[src/rtl/ram_ctrl_pkg.sv]
// Shared definitions for the RAM request controller: state encoding and
// default data/address widths.
package ram_ctrl_pkg;

  localparam int unsigned DATA_W_DEF = 8;
  localparam int unsigned ADDR_W_DEF = 1;

  typedef enum logic [2:0] {
    ST_INIT  = 3'd0,
    ST_IDLE  = 3'd1,
    ST_WRITE = 3'd2,
    ST_READ  = 3'd3,
    ST_RESP  = 3'd4
  } state_t;

endpackage : ram_ctrl_pkg

[src/rtl/ram_ctrl_init_cnt.sv]
// Saturating up-counter that walks the RAM word addresses during the
// post-clear zero sweep.
//   clk, clear : clock and asynchronous active-high clear (count -> 0)
//   en         : advance the count; holds once the last word is reached
//   cnt        : current word address (registered)
//   tc_c       : terminal count, cnt == DEPTH-1 (combinational)
module ram_ctrl_init_cnt #(
  parameter int unsigned ADDR_W = 1
) (
  input  logic              clk,
  input  logic              clear,
  input  logic              en,
  output logic [ADDR_W-1:0] cnt,
  output logic              tc_c
);

  // The last word address is all ones, so the sweep stops without wrapping.
  assign tc_c = &cnt;

  always_ff @(posedge clk or posedge clear) begin
    if (clear) begin
      cnt <= '0;
    end else if (en && !tc_c) begin
      cnt <= cnt + ADDR_W'(1);
    end
  end

endmodule : ram_ctrl_init_cnt

[src/rtl/ram_ctrl.sv]
// Request-side controller for the small JK-flip-flop RAM arrays. Serialises
// read/write requests onto the RAM addr/r_w/in pins one at a time, returns
// read data over a valid/ready response channel, and zero-fills every word
// after each clear.
//   clk, clear                       : clock, asynchronous active-high reset
//   req_valid/req_ready              : request handshake
//   req_write, req_addr, req_wdata   : request payload (1 = write)
//   rsp_valid/rsp_ready, rsp_data    : read response handshake and data
//   busy                             : controller is not in IDLE
//   mem_addr, mem_r_w, mem_in        : to RAM (r_w = 1 is a write strobe)
//   mem_out                          : from RAM
// Every output comes straight from a flop.
module ram_ctrl
  import ram_ctrl_pkg::*;
#(
  parameter int unsigned DATA_W = DATA_W_DEF,
  parameter int unsigned ADDR_W = ADDR_W_DEF
) (
  input  logic              clk,
  input  logic              clear,
  input  logic              req_valid,
  output logic              req_ready,
  input  logic              req_write,
  input  logic [ADDR_W-1:0] req_addr,
  input  logic [DATA_W-1:0] req_wdata,
  output logic              rsp_valid,
  input  logic              rsp_ready,
  output logic [DATA_W-1:0] rsp_data,
  output logic              busy,
  output logic [ADDR_W-1:0] mem_addr,
  output logic              mem_r_w,
  output logic [DATA_W-1:0] mem_in,
  input  logic [DATA_W-1:0] mem_out
);

  state_t              state_q, state_d;
  logic                req_ready_q, req_ready_d;
  logic                rsp_valid_q, rsp_valid_d;
  logic [DATA_W-1:0]   rsp_data_q, rsp_data_d;
  logic                busy_q, busy_d;
  logic [ADDR_W-1:0]   mem_addr_q, mem_addr_d;
  logic                mem_r_w_q, mem_r_w_d;
  logic [DATA_W-1:0]   mem_in_q, mem_in_d;

  logic                cnt_en_c;
  logic [ADDR_W-1:0]   init_cnt;
  logic                init_tc_c;

  // Word address generator for the zero sweep.
  ram_ctrl_init_cnt #(
    .ADDR_W (ADDR_W)
  ) u_init_cnt (
    .clk   (clk),
    .clear (clear),
    .en    (cnt_en_c),
    .cnt   (init_cnt),
    .tc_c  (init_tc_c)
  );

  // State and output registers.
  always_ff @(posedge clk or posedge clear) begin
    if (clear) begin
      state_q     <= ST_INIT;
      req_ready_q <= 1'b0;
      rsp_valid_q <= 1'b0;
      rsp_data_q  <= '0;
      busy_q      <= 1'b1;
      mem_addr_q  <= '0;
      mem_r_w_q   <= 1'b0;
      mem_in_q    <= '0;
    end else begin
      state_q     <= state_d;
      req_ready_q <= req_ready_d;
      rsp_valid_q <= rsp_valid_d;
      rsp_data_q  <= rsp_data_d;
      busy_q      <= busy_d;
      mem_addr_q  <= mem_addr_d;
      mem_r_w_q   <= mem_r_w_d;
      mem_in_q    <= mem_in_d;
    end
  end

  // Next state and next registered outputs; outputs line up with state_q.
  always_comb begin
    state_d     = state_q;
    req_ready_d = req_ready_q;
    rsp_valid_d = rsp_valid_q;
    rsp_data_d  = rsp_data_q;
    mem_addr_d  = mem_addr_q;
    mem_r_w_d   = mem_r_w_q;
    mem_in_d    = mem_in_q;
    cnt_en_c    = 1'b0;

    case (state_q)
      ST_INIT: begin
        // The counter saturates on the last word, so the last word is on the
        // bus exactly when the strobe is up and the bus address equals it.
        if (mem_r_w_q && init_tc_c && (mem_addr_q == init_cnt)) begin
          state_d     = ST_IDLE;
          mem_r_w_d   = 1'b0;
          req_ready_d = 1'b1;
        end else begin
          mem_r_w_d  = 1'b1;
          mem_in_d   = '0;
          mem_addr_d = init_cnt;
          cnt_en_c   = 1'b1;
        end
      end

      ST_IDLE: begin
        mem_r_w_d = 1'b0;
        if (req_valid) begin
          req_ready_d = 1'b0;
          mem_addr_d  = req_addr;
          if (req_write) begin
            state_d   = ST_WRITE;
            mem_r_w_d = 1'b1;
            mem_in_d  = req_wdata;
          end else begin
            state_d = ST_READ;
          end
        end
      end

      ST_WRITE: begin
        state_d     = ST_IDLE;
        mem_r_w_d   = 1'b0;
        req_ready_d = 1'b1;
      end

      ST_READ: begin
        state_d     = ST_RESP;
        rsp_data_d  = mem_out;
        rsp_valid_d = 1'b1;
      end

      ST_RESP: begin
        if (rsp_ready) begin
          state_d     = ST_IDLE;
          rsp_valid_d = 1'b0;
          req_ready_d = 1'b1;
        end
      end

      default: begin
        state_d     = ST_INIT;
        req_ready_d = 1'b0;
        rsp_valid_d = 1'b0;
        mem_r_w_d   = 1'b0;
      end
    endcase

    busy_d = (state_d != ST_IDLE);
  end

  assign req_ready = req_ready_q;
  assign rsp_valid = rsp_valid_q;
  assign rsp_data  = rsp_data_q;
  assign busy      = busy_q;
  assign mem_addr  = mem_addr_q;
  assign mem_r_w   = mem_r_w_q;
  assign mem_in    = mem_in_q;

endmodule : ram_ctrl

[config.mk]
export PLATFORM = sky130hd
export DESIGN_NAME = ram_ctrl
export DESIGN_NICKNAME = d
export VERILOG_FILES = /design/src/rtl/ram_ctrl_pkg.sv /design/src/rtl/ram_ctrl_init_cnt.sv /design/src/rtl/ram_ctrl.sv
export SDC_FILE = /design/constraint.sdc
export NUM_CORES = 1
export LEC_CHECK = 0
export CORE_MARGIN = 10
export CORE_UTILIZATION = 30
export DETAILED_ROUTE_END_ITERATION = 7
export PLACE_DENSITY = 0.6
export SETUP_SLACK_MARGIN = 0.4
export SLEW_MARGIN = 20
export SYNTH_ARGS = -nofsm -noshare
export SYNTH_HDL_FRONTEND = slang
export SYNTH_SLANG_ARGS = --single-unit
[constraint.sdc]
create_clock -name clk -period 2.21 [get_ports clk]
set_input_delay 0.442 -clock clk [delete_from_list [all_inputs] [get_ports clk]]
set_output_delay 0.442 -clock clk [all_outputs]
set_load 0.01 [all_outputs]
==> results of run 1 <==
per-layer routing:
| layer | GRT usage (%) | up-vias |
|---|---|---|
| met2 | 12.06 | 34 |
| met5 | 0 | - |
| met3 | 1.689 | 4 |
| met1 | 11.21 | 374 |
| met4 | 4.754 | 0 |
| li1 | - | 383 |
final cells by class:
class	count	area [um2]	share of cell area, %
Clock buffer	4	26.28	1.705
Inverter	3	11.26	0.7305
Multi-Input combinational cell	49	392.9	25.49
Sequential cell	25	626.9	40.67
Tap cell	46	57.56	3.734
Timing Repair Buffer	43	426.7	27.68
kinds of logic after synthesis:
logic type / count (synthesis) / share of synthesized area [%]
buf+inv: 8 / 4.790
flops: 25 / 58.53
mux: 8 / 8.411
simple gates: 19 / 12.38
compound gates: 22 / 15.89
stage by stage:
| stage | hold slack (ns) | instance area, um2 | worst slack (ns) | total power [mW] |
|---|---|---|---|---|
| 2_1_floorplan | 0.4580 | 1071 | 0.9664 | 1.328 |
| 6_report | 0.4572 | 1541 | 0.5082 | 1.949 |
| 3_5_place_dp | 0.4785 | 1516 | 0.2398 | 1.794 |
| 4_1_cts | 0.4566 | 1541 | 0.4806 | 1.991 |
| 3_3_place_gp | 0.4656 | 1516 | 0.3064 | 1.771 |
| 5_1_grt | 0.5101 | 1541 | 0.4043 | 2.100 |
worst min path at each step:
stage / from / to / slack, ns / cells past startpoint
CTS: clear / rsp_valid / 0.46 / 3
finish: clear / state_q[2] / 0.46 / 3
global placement: rsp_valid / rsp_valid / 0.47 / 2
floorplan: u_init_cnt.cnt / u_init_cnt.cnt / 0.46 / 1
global route: clear / rsp_valid / 0.51 / 3
detailed placement: rsp_valid / rsp_valid / 0.48 / 2
power breakdown:
group / internal, mW / total [mW] / switching, mW
registers: 0.659 / 0.826 / 0.167
logic: 0.553 / 0.923 / 0.370
clock network: 0.0706 / 0.200 / 0.129
total: 1.28 / 1.95 / 0.666
sequential cells by signal, indices dropped and copies added (netlist names):
name            cells
req_ready           1
busy                1
state_q             3
rsp_data            8
mem_addr            1
mem_in              8
mem_r_w             1
u_init_cnt.cnt      1
rsp_valid           1
timing repair:
item                                    4_1_cts  5_1_grt
gates resized for setup                       1        0
hold buffers                                  0        0
endpoints found under the setup margin        1        0
buffers inserted                              0        0
cells in the final DEF (no fill, tap or decap), drive strengths merged:
| cell type | n |
|---|---|
| a21boi | 1 |
| nand3b | 2 |
| clkbuf | 4 |
| o31ai | 1 |
| o211ai | 1 |
| nand3 | 1 |
| a21bo | 1 |
| a211oi | 2 |
| inv | 3 |
| nor2b | 2 |
| nor2 | 2 |
| o21ai | 3 |
| nand2b | 1 |
| or3 | 1 |
| dfrtp | 24 |
| or2 | 1 |
| buf | 1 |
| dlygate4sd2 | 1 |
| nor4bb | 2 |
| dfstp | 1 |
| nor3 | 2 |
| a22o | 8 |
| mux2 | 8 |
| nand2 | 4 |
| a21oi | 3 |
| and2 | 1 |
| o311ai | 1 |
| o22a | 1 |
| clkdlybuf4s50 | 41 |
==> impl_metrics.json, run 1 <==
{
  "status": "finished, final reports clean",
  "n_antenna_cell": 0,
  "r2r_start": "state_q[2]",
  "end_kind": "primary output",
  "wl_per_cell_um": 15.10,
  "leakage_nw": 0.6429,
  "grt_max_degree": 26,
  "viasPerCell": 4.676,
  "synth_top_area_share_pct": 56.07,
  "final_cells": 170,
  "fin_nets": 147,
  "ir_drop_uv": 341.0,
  "synth_warnings": 0,
  "postLayoutCoreUtil_pct": 45.48,
  "async_reset_ff_share_pct": 100.0,
  "min_period_over_period_pct": 77.00,
  "cap_viol_max_count": 0,
  "dpl.hpwl_mm": 2.031,
  "crit_required_ns": 1.77,
  "startpoint_type": "flop",
  "wl_met1_mm": 1.191,
  "firstDrtPassIters": 4,
  "wl_met2_mm": 1.163,
  "slowest_stage": "clkdlybuf4s50_1",
  "clk_pin_slew_ns": 0.13,
  "htreeDepth": 1,
  "antenna_found_initial": 0,
  "drive_gt1_share_pct": 12.90,
  "crit_start": "mem_r_w",
  "powerDensity_nw_per_um2": 1264,
  "io_pins": 43,
  "hp-class": "input port to async pin",
  "cp_top_family": "buffers and inverters",
  "cp_cell_sequence": "clkdlybuf4s50_1",
  "grt_pass1_vias": 816,
  "initialDrtViolationCount": 14,
  "setup_tns_ns": 0,
  "period_minus_slack_ns": 1.702,
  "dieArea_um2": 6360,
  "layout-area-overhead-vs-synth_pct": 43.93,
  "yosys_most_used_dff": "dfrtp_1",
  "top_layer_used": "met4",
  "synth_top_cell_by_area": "dfrtp_1",
  "grt_pass1_wl_mm": 4.243,
  "io_buffers": 42,
  "initial_core_util_pct": 31.60,
  "vias": 795,
  "syn_avg_cell_area_um2": 13.06,
  "num_rows": 21,
  "final_hold_viol_count": 0,
  "cp.depth": 1,
  "routabilityCongestion": 0.8408,
  "timing.fmax_ghz": 0.5876,
  "worstPathArrival_ns": 1.26,
  "maxSlewViolCount": 0,
  "num-fill-cells": 313,
  "ant_nets": 0,
  "synth_area_um2": 1071,
  "r2r_slack_ns": 0.53,
  "cts_tree": "done",
  "synthTopCellsByArea": "dfrtp_1, a22o_1, mux2_2",
  "final-setup-viol-count": 0,
  "place_inst": 166,
  "grt_usage_pct": 8.341,
  "rsz0062_at_grt": "false",
  "clock_sinks": 25,
  "cts.path.max_buffers": 2,
  "route.met3.wl_um": 155,
  "synth.cells.most_frequent": "dfrtp_1, a22o_1, mux2_2",
  "crit_type": "flop to primary output",
  "wirelength_mm": 2.567,
  "numCtsBuffers": 3,
  "die_w_um": 79.75,
  "finClkSkew_ns": 0.005687,
  "coreArea_um2": 3390,
  "crit_end": "mem_r_w",
  "dieHeight_um": 79.75,
  "yosysSeqAreaShare_pct": 58.53,
  "syn_nets": 104,
  "slew-limit-headroom_pct": 64.42,
  "ff2ff_path_depth": 2,
  "ys_ff_latch": 25,
  "grt_overflow": 0,
  "root_buffer": "clkbuf_4",
  "tightest_slew_ns": 0.5321,
  "critPathMaxStageDelay_ns": 0.55,
  "synth_most_common_cell": "dfrtp_1",
  "synth.distinct_cells": 31,
  "synth_edf_count": 0,
  "crit_fanout": 3,
  "drc_errors": 0,
  "clock_latency_ns": 0.31,
  "netlist_instances": 82,
  "cp_num_buf_inv": 1,
  "r2r_end": "rsp_data[1]"
}
Power figures use the tool's default switching activity.
==> run 2: changes to the inputs <==
Clock period 2.21 ns to 1.6 ns, I/O delays scaled along.
==> impl_metrics.json, run 2 (same netlist as run 1, synthesis figures left out) <==
{
  "cp_cell_sequence": "buf_6 -> nor2_4 -> o211ai_4 -> a22o_1",
  "timing.fmax_ghz": 0.7618,
  "rsz0062_at_grt": "true",
  "io_pins": 43,
  "switchingPower_mw": 1.189,
  "crit_type": "flop to flop",
  "cp.depth": 4,
  "cts_tree": "done",
  "p_int_mw": 2.106,
  "power.share.clock_pct": 8.2,
  "tightest_slew_ns": 0.3168,
  "numCtsBuffers": 3,
  "place_inst": 170,
  "switching_share_pct": 36.09,
  "clock_latency_ns": 0.30,
  "htreeDepth": 1,
  "final_hold_viol_count": 0,
  "p_total_mw": 3.294,
  "clk_pin_slew_ns": 0.12,
  "fin_nets": 172,
  "cap_viol_max_count": 0,
  "routabilityCongestion": 0.8467,
  "crit_end": "mem_in[2]",
  "ff2ff_path_depth": 4,
  "firstDrtPassIters": 4,
  "cp_num_buf_inv": 1,
  "grt_pass1_wl_mm": 4.905,
  "ant_nets": 0,
  "grt_pass1_vias": 993,
  "slew-limit-headroom_pct": 78.88,
  "antenna_found_initial": 0,
  "combPwrFrac_pct": 57.9,
  "r2r_end": "mem_in[2]",
  "final-setup-viol-count": 0,
  "finClkSkew_ns": 0.001125,
  "grt_usage_pct": 9.614,
  "dieHeight_um": 79.75,
  "design_area_um2": 1780,
  "leakage_nw": 0.8222,
  "viasPerCell": 4.862,
  "layout-area-overhead-vs-synth_pct": 66.24,
  "worstPathArrival_ns": 1.52,
  "grt_overflow": 0,
  "root_buffer": "clkbuf_4",
  "coreArea_um2": 3390,
  "ir_drop_uv": 589.4,
  "die_w_um": 79.75,
  "powerDensity_nw_per_um2": 1850,
  "crit_fanout": 5,
  "final_cell_mix": "buf_4, dfrtp_1, clkdlybuf4s50_1",
  "io_buffers": 42,
  "wl_per_cell_um": 16.43,
  "clock_sinks": 25,
  "drc_errors": 0,
  "min_period_over_period_pct": 82.04,
  "vias": 948,
  "hp-class": "input port to async pin",
  "postPlaceCellArea_um2": 1555,
  "final_common_cell": "buf_4",
  "period_minus_slack_ns": 1.313,
  "initialDrtViolationCount": 59,
  "end_kind": "flop",
  "initial_core_util_pct": 31.60,
  "place_ws_ns": -0.2097,
  "r2r_slack_ns": 0.29,
  "seqPwrFrac_pct": 33.9,
  "drive_gt1_share_pct": 48.99,
  "dpl.hpwl_mm": 2.148,
  "dieArea_um2": 6360,
  "crit_required_ns": 1.81,
  "slowest_stage": "dfrtp_2",
  "grt_max_degree": 26,
  "wirelength_mm": 3.203,
  "cts.path.max_buffers": 2,
  "setup_ws_ns": 0.2873,
  "cp_top_family": "flip-flops",
  "final_cells": 195,
  "critPathMaxStageDelay_ns": 0.48,
  "num_rows": 21,
  "n_antenna_cell": 0,
  "status": "finished, final reports clean",
  "r2r_start": "state_q[1]",
  "maxSlewViolCount": 0,
  "crit_start": "state_q[1]",
  "startpoint_type": "flop"
}
[run 2: worst min-delay path, stage by stage]
cell             delay (ns)
clkdlybuf4s50_1        0.39
inv_1                  0.05
buf_4                  0.30
[run 2: cell type report]
class | count | area, um2
fillers | 299 | 1609
clock buffers | 4 | 26.28
multi-input cells | 50 | 479.2
well taps | 46 | 57.56
flip-flops and latches | 25 | 630.6
inverters | 3 | 11.26
repair buffers | 67 | 575.6
[run 2: power groups by stage]
stage | Clock (mW) | Sequential (mW) | Combinational [mW]
CTS | 0.287 | 1.10 | 1.52
global placement | 0 | 1.14 | 1.40
global route | 0.324 | 1.15 | 2.05
floorplan | 0 | 1.18 | 0.691
detailed placement | 0 | 1.14 | 1.44
finish | 0.269 | 1.12 | 1.91
[run 2: through the flow]
| step | util [%] | hold slack [ns] | TNS (ns) |
|---|---|---|---|
| 2_1_floorplan | - | 0.3466 | 0 |
| 4_1_cts | 47.77 | 0.3421 | 0 |
| 6_report | 52.53 | 0.3475 | 0 |
| 5_1_grt | 52.53 | 0.3559 | 0 |
| 3_5_place_dp | 45.88 | 0.4760 | -1.709 |
| 3_3_place_gp | 45.88 | 0.4732 | -1.331 |
[run 2: worst min path at each step]
stage | depth (start not counted) | slack (ns) | endpoint
final | 3 | 0.35 | rsp_data[0]
after global routing | 3 | 0.36 | rsp_data[0]
after CTS | 3 | 0.34 | rsp_data[0]
after detailed placement | 2 | 0.48 | rsp_valid
after global placement | 2 | 0.47 | rsp_valid
after floorplan | 1 | 0.35 | mem_addr
[run 2: metal layers]
layer / global-route usage, % / part of all wire (%) / vias to the layer above
met5: 0 / 0 / -
met4: 3.697 / 0.97 / 0
met3: 2.365 / 5.4 / 2
met2: 16.99 / 56 / 26
met1: 10.83 / 38 / 488
li1: - / - / 432
[run 2: what timing repair did]
item	CTS	global route
gates cloned	1	1
gates resized for setup	100	18
pin swaps	2	11
setup buffers	13	6
endpoints found under the setup margin	42	42
hold buffers	0	0
==> run 3: changes to the inputs <==
Settings changed: PLACE_DENSITY 0.6 to 0.62.
Clock period 1.6 ns to 1.15 ns, I/O delays scaled along.
==> impl_metrics.json, run 3 (same netlist as run 1, synthesis figures left out) <==
{
  "status": "finished, violations left",
  "violations": "setup timing",
  "r2r_end": "rsp_data[4]",
  "crit_fanout": 3,
  "cts.path.max_buffers": 2,
  "startpoint_type": "flop",
  "grt_max_degree": 26,
  "leakage_nw": 0.8926,
  "crit_type": "flop to flop",
  "dieHeight_um": 79.75,
  "cp_num_buf_inv": 1,
  "drc_errors": 0,
  "ff2ff_path_depth": 3,
  "power.share.clock_pct": 8.6,
  "grt_pass1_wl_mm": 5.285,
  "clock_latency_ns": 0.33,
  "vias": 945,
  "tightest_slew_ns": 0.3478,
  "cap_viol_max_count": 0,
  "final-setup-viol-count": 23,
  "timing.fmax_ghz": 0.7548,
  "layout-area-overhead-vs-synth_pct": 75.82,
  "cp_top_family": "flip-flops",
  "period_minus_slack_ns": 1.325,
  "drive_gt1_share_pct": 54.14,
  "cts_tree": "done",
  "clock_sinks": 25,
  "grt_pass1_vias": 1040,
  "critPathMaxStageDelay_ns": 0.47,
  "slew-limit-headroom_pct": 76.50,
  "seqPwrFrac_pct": 31.5,
  "postLayoutCoreUtil_pct": 55.56,
  "switchingPower_mw": 1.779,
  "viasPerCell": 4.655,
  "n_antenna_cell": 0,
  "fin_nets": 180,
  "p_int_mw": 3.122,
  "num-fill-cells": 298,
  "p_total_mw": 4.900,
  "final_cells": 203,
  "rsz0062_at_grt": "true",
  "wl_per_cell_um": 16.90,
  "grt_overflow": 0,
  "r2r_start": "state_q[2]",
  "clk_pin_slew_ns": 0.15,
  "finClkSkew_ns": 0.009977,
  "final_hold_viol_count": 0,
  "numCtsBuffers": 3,
  "switching_share_pct": 36.30,
  "seqCellArea_um2": 629.4,
  "final_cell_mix": "buf_4, dfrtp_1, clkdlybuf4s50_1",
  "final_common_cell": "buf_4",
  "min_period_over_period_pct": 115.2,
  "die_w_um": 79.75,
  "setup_ws_ns": -0.1749,
  "worstPathArrival_ns": 1.56,
  "coreArea_um2": 3390,
  "antenna_found_initial": 0,
  "cp_cell_sequence": "nand3b_1 -> buf_4 -> mux2_4",
  "holdWs_ns": 0.2159,
  "hp-class": "input port to async pin",
  "num_rows": 21,
  "io_pins": 43,
  "io_buffers": 42,
  "ir_drop_uv": 1105,
  "root_buffer": "clkbuf_4",
  "grt_usage_pct": 10.44,
  "hold_buffers": 0,
  "crit_required_ns": 1.38,
  "dpl.hpwl_mm": 2.321,
  "initial_core_util_pct": 31.60,
  "place_inst": 179,
  "powerDensity_nw_per_um2": 2602,
  "initialDrtViolationCount": 59,
  "dieArea_um2": 6360,
  "routabilityCongestion": 0.8746,
  "combPwrFrac_pct": 59.9,
  "setup_tns_ns": -2.870,
  "htreeDepth": 1,
  "ant_nets": 0,
  "r2r_slack_ns": -0.17,
  "maxSlewViolCount": 0,
  "wirelength_mm": 3.431,
  "multiInputGateArea_um2": 504.2,
  "firstDrtPassIters": 4,
  "slowest_stage": "dfrtp_1",
  "end_kind": "flop"
}
-- run 3: changes by cell type in the layout (fill, tap and decap cells not counted), sizes merged --
cell,before,now
clkbuf,4,3
buf,46,54
clkinvlp,0,1
-- run 3: through the flow --
stage / cell area [um2] / setup WS, ns
2_1_floorplan: 1132 / -0.03147
3_3_place_gp: 1675 / -0.4509
3_5_place_dp: 1675 / -0.5097
4_1_cts: 1765 / -0.1484
5_1_grt: 1883 / -0.2104
6_report: 1883 / -0.1749
-- run 3: area by class of cell --
| class | count | share of cell area (%) |
|---|---|---|
| Tap cell | 46 | 3.056 |
| Multi-Input combinational cell | 50 | 26.78 |
| Timing Repair Buffer | 75 | 34.55 |
| Clock inverter | 1 | 0.3987 |
| Clock buffer | 3 | 1.196 |
| Sequential cell | 25 | 33.42 |
| Inverter | 3 | 0.5980 |
-- run 3: tightest hold or removal path, stage by stage --
cell and delay [ns]:
clkdlybuf4s50_1 0.40, inv_1 0.09, buf_12 0.19
-- run 3: what timing repair did --
action,4_1_cts,5_1_grt
pin swaps,0,13
gates cloned,1,0
setup buffers,14,5
setup endpoints to repair,46,46
resized for setup,95,18
endpoints found under the hold margin,0,0
-- run 3: routing by layer --
layer / up-vias / track usage, % / share of wire, %
met3: 2 / 2.590 / 4.3
met2: 22 / 18.45 / 54
li1: 452 / - / -
met5: - / 0 / 0
met4: 0 / 3.169 / 0.41
met1: 469 / 12.06 / 41
-- run 3: how the worst max path moves through the flow --
stage                        to  cells after the start  startpoint  slack (ns)
floorplan           rsp_data[0]                      4  state_q[1]       -0.03
global placement      mem_in[1]                      4   req_valid       -0.45
detailed placement    mem_in[6]                      4   req_valid       -0.51
CTS                   mem_in[1]                      4  state_q[2]       -0.15
global route          req_ready                      5  state_q[2]       -0.21
finish              rsp_data[4]                      3  state_q[2]       -0.17
-- run 3: power by group through the flow --
stage / clock network, mW / registers, mW / logic, mW
final: 0.423 / 1.54 / 2.93
after global routing: 0.471 / 1.60 / 3.18
after CTS: 0.429 / 1.51 / 2.59
after detailed placement: 0 / 1.55 / 2.34
after global placement: 0 / 1.53 / 2.29
after floorplan: 0 / 1.66 / 1.12
